File: src/rtl/i2c_seq_pkg.sv
// Shared types and constants for the i2c_init_seq configuration-table sequencer.
// The DELAY state exists only when I2C_SEQ_DELAY_EN is defined.
package i2c_seq_pkg;

   typedef enum logic [3:0] {
      ST_IDLE  = 4'd0,
      ST_FETCH = 4'd1,
      ST_CHECK = 4'd2,
      ST_REQ   = 4'd3,
      ST_ACK   = 4'd4,
      ST_NEXT  = 4'd5,
      ST_DONE  = 4'd6,
      ST_ERR   = 4'd7
`ifdef I2C_SEQ_DELAY_EN
      ,
      ST_DELAY = 4'd8
`endif
   } seq_state_t;

   localparam logic [31:0] SEQ_END_WORD  = 32'hFFFF_FFFF;
   localparam logic [7:0]  SEQ_DELAY_TAG = 8'hFE;

   function automatic logic is_busy_state(input seq_state_t s);
      return !((s == ST_IDLE) || (s == ST_DONE) || (s == ST_ERR));
   endfunction

endpackage

File: src/rtl/i2c_init_seq_sync2.sv
// Two-flop synchroniser bringing the slow configure_rdy flag into clk_24m.
module sync2 (
   input  logic clk,
   input  logic reset,
   input  logic d,
   output logic q
);

   logic meta_r;
   logic q_r;

   // synchroniser chain
   always_ff @(posedge clk) begin
      if (reset) begin
         meta_r <= 1'b0;
         q_r    <= 1'b0;
      end else begin
         meta_r <= d;
         q_r    <= meta_r;
      end
   end

   assign q = q_r;

endmodule

File: src/rtl/i2c_init_seq.sv
// Walks a 32-bit configuration ROM and hands each word to the IIC configure block.
// Optional inline millisecond delays are enabled with the I2C_SEQ_DELAY_EN macro.
module i2c_init_seq
   import i2c_seq_pkg::*;
#(
   parameter int TABLE_DEPTH = 64,
   parameter int TIMEOUT_CYC = 240000,
   parameter int MS_CYC      = 24000
) (
   input  logic                           clk_24m,
   input  logic                           reset,
   input  logic                           go,
   output logic [$clog2(TABLE_DEPTH)-1:0] tbl_addr,
   input  logic [31:0]                    tbl_data,
   output logic                           configure_en,
   output logic [31:0]                    configure_data,
   input  logic                           configure_rdy,
   output logic                           busy,
   output logic                           done,
   output logic                           error,
   output logic [$clog2(TABLE_DEPTH)-1:0] err_idx
);

   localparam int AW = $clog2(TABLE_DEPTH);
   localparam logic [AW-1:0] LAST_IDX = AW'(TABLE_DEPTH - 1);
   localparam logic [31:0]   TMO_LAST = 32'(TIMEOUT_CYC - 1);

   seq_state_t    state_r, state_s;
   logic [AW-1:0] index_r, index_s;
   logic [31:0]   cnt_r, cnt_s;
   logic          en_r, en_s;
   logic [31:0]   data_r, data_s;
   logic          busy_r, busy_s;
   logic          done_r, done_s;
   logic          error_r, error_s;
   logic [AW-1:0] err_idx_r, err_idx_s;
   logic          rdy_s;

`ifdef I2C_SEQ_DELAY_EN
   function automatic logic [31:0] delay_cycles(input logic [15:0] ms);
      return 32'(ms) * 32'(MS_CYC);
   endfunction
`endif

   sync2 u_rdy_sync (
      .clk   (clk_24m),
      .reset (reset),
      .d     (configure_rdy),
      .q     (rdy_s)
   );

   // next-state and next-output logic; cnt_r is shared by timeout and delay
   always_comb begin
      state_s   = state_r;
      index_s   = index_r;
      cnt_s     = cnt_r;
      en_s      = en_r;
      data_s    = data_r;
      done_s    = done_r;
      error_s   = error_r;
      err_idx_s = err_idx_r;
      case (state_r)
         ST_IDLE, ST_DONE, ST_ERR: begin
            if (go) begin
               done_s  = 1'b0;
               error_s = 1'b0;
               index_s = '0;
               state_s = ST_FETCH;
            end else begin
               state_s = state_r;
            end
         end
         ST_FETCH: begin
            state_s = ST_CHECK;
         end
         ST_CHECK: begin
            data_s = tbl_data;
            cnt_s  = 32'd0;
            if (tbl_data == SEQ_END_WORD) begin
               done_s  = 1'b1;
               state_s = ST_DONE;
`ifdef I2C_SEQ_DELAY_EN
            end else if (tbl_data[31:24] == SEQ_DELAY_TAG) begin
               cnt_s   = delay_cycles(tbl_data[15:0]);
               state_s = ST_DELAY;
`endif
            end else begin
               state_s = ST_REQ;
            end
         end
         ST_REQ: begin
            // rdy falling while en is high means the configure block took the word
            if (en_r && !rdy_s) begin
               en_s    = 1'b0;
               cnt_s   = 32'd0;
               state_s = ST_ACK;
            end else if (cnt_r == TMO_LAST) begin
               en_s      = 1'b0;
               error_s   = 1'b1;
               err_idx_s = index_r;
               state_s   = ST_ERR;
            end else begin
               en_s  = en_r | rdy_s;
               cnt_s = cnt_r + 32'd1;
            end
         end
         ST_ACK: begin
            if (rdy_s) begin
               state_s = ST_NEXT;
            end else if (cnt_r == TMO_LAST) begin
               error_s   = 1'b1;
               err_idx_s = index_r;
               state_s   = ST_ERR;
            end else begin
               cnt_s = cnt_r + 32'd1;
            end
         end
`ifdef I2C_SEQ_DELAY_EN
         ST_DELAY: begin
            if (cnt_r == 32'd0) begin
               state_s = ST_NEXT;
            end else begin
               cnt_s = cnt_r - 32'd1;
            end
         end
`endif
         ST_NEXT: begin
            if (index_r == LAST_IDX) begin
               done_s  = 1'b1;
               state_s = ST_DONE;
            end else begin
               index_s = index_r + AW'(1);
               state_s = ST_FETCH;
            end
         end
         default: begin
            en_s    = 1'b0;
            state_s = ST_IDLE;
         end
      endcase
      busy_s = is_busy_state(state_s);
   end

   // state and output registers
   always_ff @(posedge clk_24m) begin
      if (reset) begin
         state_r   <= ST_IDLE;
         index_r   <= '0;
         cnt_r     <= 32'd0;
         en_r      <= 1'b0;
         data_r    <= 32'd0;
         busy_r    <= 1'b0;
         done_r    <= 1'b0;
         error_r   <= 1'b0;
         err_idx_r <= '0;
      end else begin
         state_r   <= state_s;
         index_r   <= index_s;
         cnt_r     <= cnt_s;
         en_r      <= en_s;
         data_r    <= data_s;
         busy_r    <= busy_s;
         done_r    <= done_s;
         error_r   <= error_s;
         err_idx_r <= err_idx_s;
      end
   end

   assign tbl_addr       = index_r;
   assign configure_en   = en_r;
   assign configure_data = data_r;
   assign busy           = busy_r;
   assign done           = done_r;
   assign error          = error_r;
   assign err_idx        = err_idx_r;

endmodule

File: config.mk
export PLATFORM = sky130hd
export DESIGN_NAME = i2c_init_seq
export DESIGN_NICKNAME = d
export VERILOG_FILES = /design/src/rtl/i2c_seq_pkg.sv /design/src/rtl/i2c_init_seq_sync2.sv /design/src/rtl/i2c_init_seq.sv
export SDC_FILE = /design/constraint.sdc
export NUM_CORES = 1
export LEC_CHECK = 0
export ABC_AREA = 1
export CORE_ASPECT_RATIO = 0.8
export CORE_MARGIN = 2
export CORE_UTILIZATION = 56
export CTS_CLUSTER_SIZE = 40
export DETAILED_ROUTE_END_ITERATION = 8
export GPL_ROUTABILITY_DRIVEN = 0
export PLACE_DENSITY = 0.86
export SYNTH_ARGS = -nofsm -noshare
export SYNTH_HDL_FRONTEND = slang
export SYNTH_SLANG_ARGS = --single-unit
File: constraint.sdc
create_clock -name clk_24m -period 3 [get_ports clk_24m]
set_input_delay 0.3 -clock clk_24m [delete_from_list [all_inputs] [get_ports clk_24m]]
set_output_delay 0.3 -clock clk_24m [all_outputs]
set_load 0.01 [all_outputs]
[Word-level counts from Yosys, hierarchy flattened]
Cells that the tools add are included.
Word-level totals
  register bits: 86
  word-level logic and storage cells: 80
  bits of input ports: 36
  output and inout port bits: 48
Operators by class
  equality and inequality tests: 18
  reductions and logical operators: 19
  muxes and demuxes: 29
  bitwise gates (word level): 1
  $add $sub $neg: 2
Operators with widths (number)
  $mux W32: 3
  $pmux W32 S3: 1
  $add A32 B1 Y32 const B: 1
  $eq A32 B18 Y1 const B: 1
  $eq A32 B32 Y1 const B: 1
  $mux W6: 5
  $eq A4 B3 Y1 const B: 6
  $pmux W4 S6: 1
  $pmux W6 S2: 2
  $mux W4: 4
  $ne A2 B2 Y1 const B: 6
  $reduce_bool A3 Y1: 3
  $eq A4 B2 Y1 const B: 2
  $logic_not A4 Y1: 2
  $mux W1: 8
  $reduce_and A4 Y1: 2
  $reduce_or A7 Y1: 1
  $add A6 B1 Y6 const B: 1
  $eq A6 B6 Y1 const B: 1
  $mux W3: 2
  $pmux W1 S3: 2
  $reduce_and A3 Y1: 2
  $eq A4 B1 Y1 const B: 1
  $reduce_bool A2 Y1: 2
  other kinds (7): 9

[Longest topological paths before layout]
  depth after elaboration: 8
  gate-level depth with buffers: 13
  gate-level depth less buffers: 12

[Cells and area by module]
A second synthesis with hierarchy kept.
Unflattened totals
  cells, all modules: 659
  area, all modules: 4297.9 µm²
By module, submodules not included
  i2c_init_seq: sequential area each 1681.6 µm², instances 1, cells an instance 653, area each 4242.8 µm²
  sync2: sequential area each 40.0 µm², instances 1, cells an instance 6, area each 55.1 µm²

[Least setup slack after synthesis]
No wires, ideal clock.
  kind: register -> register
  from: reg cnt_r[0]
  to: reg err_idx_r[1] (netlist: err_idx[1])
  cell stages (with the launch flop): 12
  arrival: 1490 ps
  clock period less this slack: 1609 ps
  path buffers: 1
  slack: 1391 ps
  library setup time: 119 ps
  required time: 2881 ps
  cells stage by stage: dfxtp_1 > ha_1 > nand2_1 > nor2_1 > nand2_1 > nor2_1 > nand2_2 > inv_1 > nand2_1 > buf_2 > o21ai_0 > a21oi_1
Between the ends
  word-level cells in the longest chain between the ends: 4
  elaborated cells on any way between the ends: 5
  classes of those cells: eq/ne: 1; mux: 4
RTL lines
  start: declaration: RTL line i2c_init_seq.sv:30  | logic [31:0] cnt_r, cnt_s;
  start signal: assignment: RTL line i2c_init_seq.sv:159  | cnt_r <= cnt_s;
  $eq A32 B18 Y1 *: RTL line i2c_init_seq.sv:97, i2c_init_seq.sv:110
  $mux W6 *
  $mux W6 (on tied branches)
  $pmux W6 S2 *
  end signal: assignment: RTL line i2c_init_seq.sv:165  | err_idx_r <= err_idx_s;
  end: declaration: RTL line i2c_init_seq.sv:36  | logic [AW-1:0] err_idx_r, err_idx_s;
Every way passes the cells marked *; elsewhere a longest branch is shown, timed or not. The select of a mux whose other input is x is not followed.
A chain may end at the register's enable or synchronous reset.

[Final worst setup path]
  from: reg state_r[2]
  to: reg busy_r (netlist: busy)
Between the ends
  word-level cells in the longest chain between the ends: 7
  elaborated cells on any way between the ends: 20
  classes of those cells: eq/ne: 9; mux: 5; reduce/logical: 6
RTL lines
  start: declaration: RTL line i2c_init_seq.sv:28  | seq_state_t state_r, state_s;
  start signal: assignment: RTL line i2c_init_seq.sv:157  | state_r <= state_s;
  $eq A4 B3 Y1, or another cell as far along: RTL line i2c_init_seq.sv:62  | case (state_r)
  $reduce_or A3 Y1, or another cell as far along: RTL line i2c_init_seq.sv:62
  $pmux W4 S6 *: RTL line i2c_init_seq.sv:62
  $eq A4 B3 Y1 / $logic_not A4 Y1 (equally long branches): RTL line i2c_seq_pkg.sv:24  | return !((s == ST_IDLE) || (s == ST_DONE) || (s == ST_ERR));
  $logic_or A1 B1 Y1: RTL line i2c_seq_pkg.sv:24
  $logic_or A1 B1 Y1 *: RTL line i2c_seq_pkg.sv:24
  $logic_not A1 Y1 *: RTL line i2c_seq_pkg.sv:24
  end signal: assignment: RTL line i2c_init_seq.sv:162  | busy_r <= busy_s;
  end: declaration: RTL line i2c_init_seq.sv:33  | logic busy_r, busy_s;
Every way passes the cells marked *; elsewhere a longest branch is shown, timed or not.

==> out/results.ini <==
[outcome]
run_status=finished clean

[global_routing]
grt_max_degree=35
grt_pass1_vias=3962
overflow=0
grtUsageTotal_pct=27.84
antenna_found_initial=0
grt_pass1_wl_um=18200

[synthesis]
synth_largest_area_cell=dfxtp_1
synthCells=656
synth_edf_count=0
yosys.cell_count.top_type=nor2_1
synth.area.top_cells=dfxtp_1, nor2_1, nand2_1, o21ai_0, inv_1
syn_area_per_cell_um2=6.451
synthesis.area_mm2=0.004232
yosysSeqAreaShare_pct=40.69
syn-num-nets=694
synth.distinct_cells=37
synth_seq_cells=86
ys.flop_type=dfxtp_1
synth_warnings=0
synthArstFlopShare_pct=0
synth_commonest_cells=nor2_1, nand2_1, dfxtp_1, inv_1, o21ai_0
synth.top_cell.area_share_pct=40.69

[finish]
fin_util_pct=72.13
antennaDiodeCount=0
drive_above_1_share_pct=5.242
instances_no_fill=834
syn2layout_area_growth_pct=25.40
num-nets-final=777
fillers=599

[timing]
period_share_pct=67.27
clock_skew_ns=0.008277
fmax_ghz=0.4955
finalHoldViolations=0
slew_viol_final=0
fin_setup_tns_ns=0
finalSetupViolations=0
period_needed_ns=2.018
rsz0062_at_grt=false

[drt]
detailroute.via_count=4462
wl_per_cell_um=13.34
via_per_inst=5.350
wirelength_um=11120
drc=0
drt_iter0_markers=379
firstDrtPassIters=5
ant_nets=0

[pwr]
powerDensity_mw_per_mm2=397.6
ir_drop_v=0.0002746
p_leak_nw=2.079

[flow_run]
max_cap_violations=0

[die]
coreArea_mm2=0.007357
start_util_pct=57.52
die-area_mm2=0.008272
io_pins=84
die_w_um=101.2
num_rows=28
dieHeight_um=81.75

[setup_path]
cp.arrival_ns=2.28
path_max_fanout=34
crit_required_ns=3.26
start_kind=flop
reg2reg_depth=13
end_kind=flop
crit_type=reg2reg

[min_path]
min_path_cells=2
hp-class=reg2reg

[cts]
clk_path_buf_depth=2
path_clk_slew_ns=0.09
cts-hold-fix-buffers=0
clk_latency_ns=0.37
clock_sinks=86
cts_tree=done
clockRootBuffer=clkbuf_8
post_cts.resized_instances=0
htreeDepth=3
cts_setup_buffers=0
cts_buffers=9

[placement]
dp_hpwl_um=8271
numPortBuffers=83
dp.cells=818

through the flow:
stage	setup slack, ns	hold slack (ns)	area [µm²]	power (mW)
floorplan	1.391	0.3691	4232	1.288
global placement	1.058	0.3928	5131	1.386
detailed placement	0.9153	0.3999	5131	1.391
CTS	1.020	0.4149	5306	2.120
global route	0.7422	0.4568	5306	2.183
finish	0.9820	0.4095	5306	2.110
placed cells by master (no fill, tap or decap), drive strengths merged:
cell type | synthesis | layout
o21ai | 53 | 53
xor2 | 7 | 7
conb | 1 | 1
a41oi | 1 | 1
nand2 | 162 | 162
a21oi | 25 | 25
nand3b | 2 | 2
o211ai | 1 | 1
nor3 | 14 | 14
clkinvlp | 0 | 2
nor4 | 3 | 3
ha | 2 | 2
a211oi | 2 | 2
clkbuf | 8 | 9
o211a | 1 | 1
and3 | 1 | 1
buf | 7 | 4
nand3 | 34 | 34
nor2 | 166 | 166
nand4 | 9 | 9
dfxtp | 86 | 86
clkinv | 2 | 7
clkdlybuf4s50 | 0 | 83
inv | 67 | 67
a31oi | 2 | 2
critical path, stage by stage (launching register included):
cell	delay (ns)
dfxtp_1	0.41
inv_1	0.08
nand2_1	0.11
nor2_2	0.07
nand2_1	0.05
buf_4	0.29
clkinv_1	0.10
buf_4	0.25
nand2_1	0.14
nand2_1	0.06
nor2_1	0.14
nand2_1	0.07
nor2_1	0.09
nor2_1	0.04
where the power goes:
group | leakage [nW] | switching [mW] | total, mW | internal [mW]
registers | 0.695 | 0.0117 | 1.17 | 1.16
clock network | 0.0852 | 0.441 | 0.743 | 0.302
logic | 1.30 | 0.101 | 0.197 | 0.0956
total | 2.08 | 0.554 | 2.11 | 1.56
layout make-up:
cell class                 count  area (µm²)  share of cell area (%)
clock inverter                 7       51.30                  0.9668
multi-input combinational    486        2175                   40.98
sequential                    86        1722                   32.45
timing repair buffer          87       860.8                   16.22
tap                           90       112.6                   2.122
inverter                      69       261.5                   4.928
clock buffer                   9       123.9                   2.334
metal layers:
layer | part of all wire, % | GRT usage [%] | wire [µm]
met1 | 46 | 38.73 | 5131
met2 | 44 | 42.58 | 4922
met3 | 8.3 | 6.043 | 925
met4 | 1.3 | 10.41 | 144
met5 | 0 | 0 | 0
path summary, 6_finish.rpt:
| path | slack [ns] | to | startpoint |
|---|---|---|---|
| max | 0.98 | busy | state_r[2] |
| min | 0.41 | u_rdy_sync.q | u_rdy_sync.meta_r |
| max reg2reg | 0.98 | busy | state_r[2] |
| min reg2reg | 0.41 | u_rdy_sync.q | u_rdy_sync.meta_r |
sequential cells by signal, indices dropped and copies added (netlist names):
name and count:
busy 1, cnt_r 32, configure_data 32, configure_en 1, done 1, err_idx 6
error 1, state_r 4, tbl_addr 6, u_rdy_sync.meta_r 1, u_rdy_sync.q 1
cells by family (layout without fill, tap and decap cells):
kind of cell,after synthesis,after routing,share of synthesized area (%)
AO/OA/AOI/OAI,85,85,10.94
flip-flops,86,86,40.69
XOR/XNOR,7,7,1.449
AND/OR/NAND/NOR,391,391,38.32
adder cells (fa/ha/maj),2,2,0.5913
buffers and inverters,84,172,7.924
other,1,1,0.08862
(Power assumes the default switching activity.)
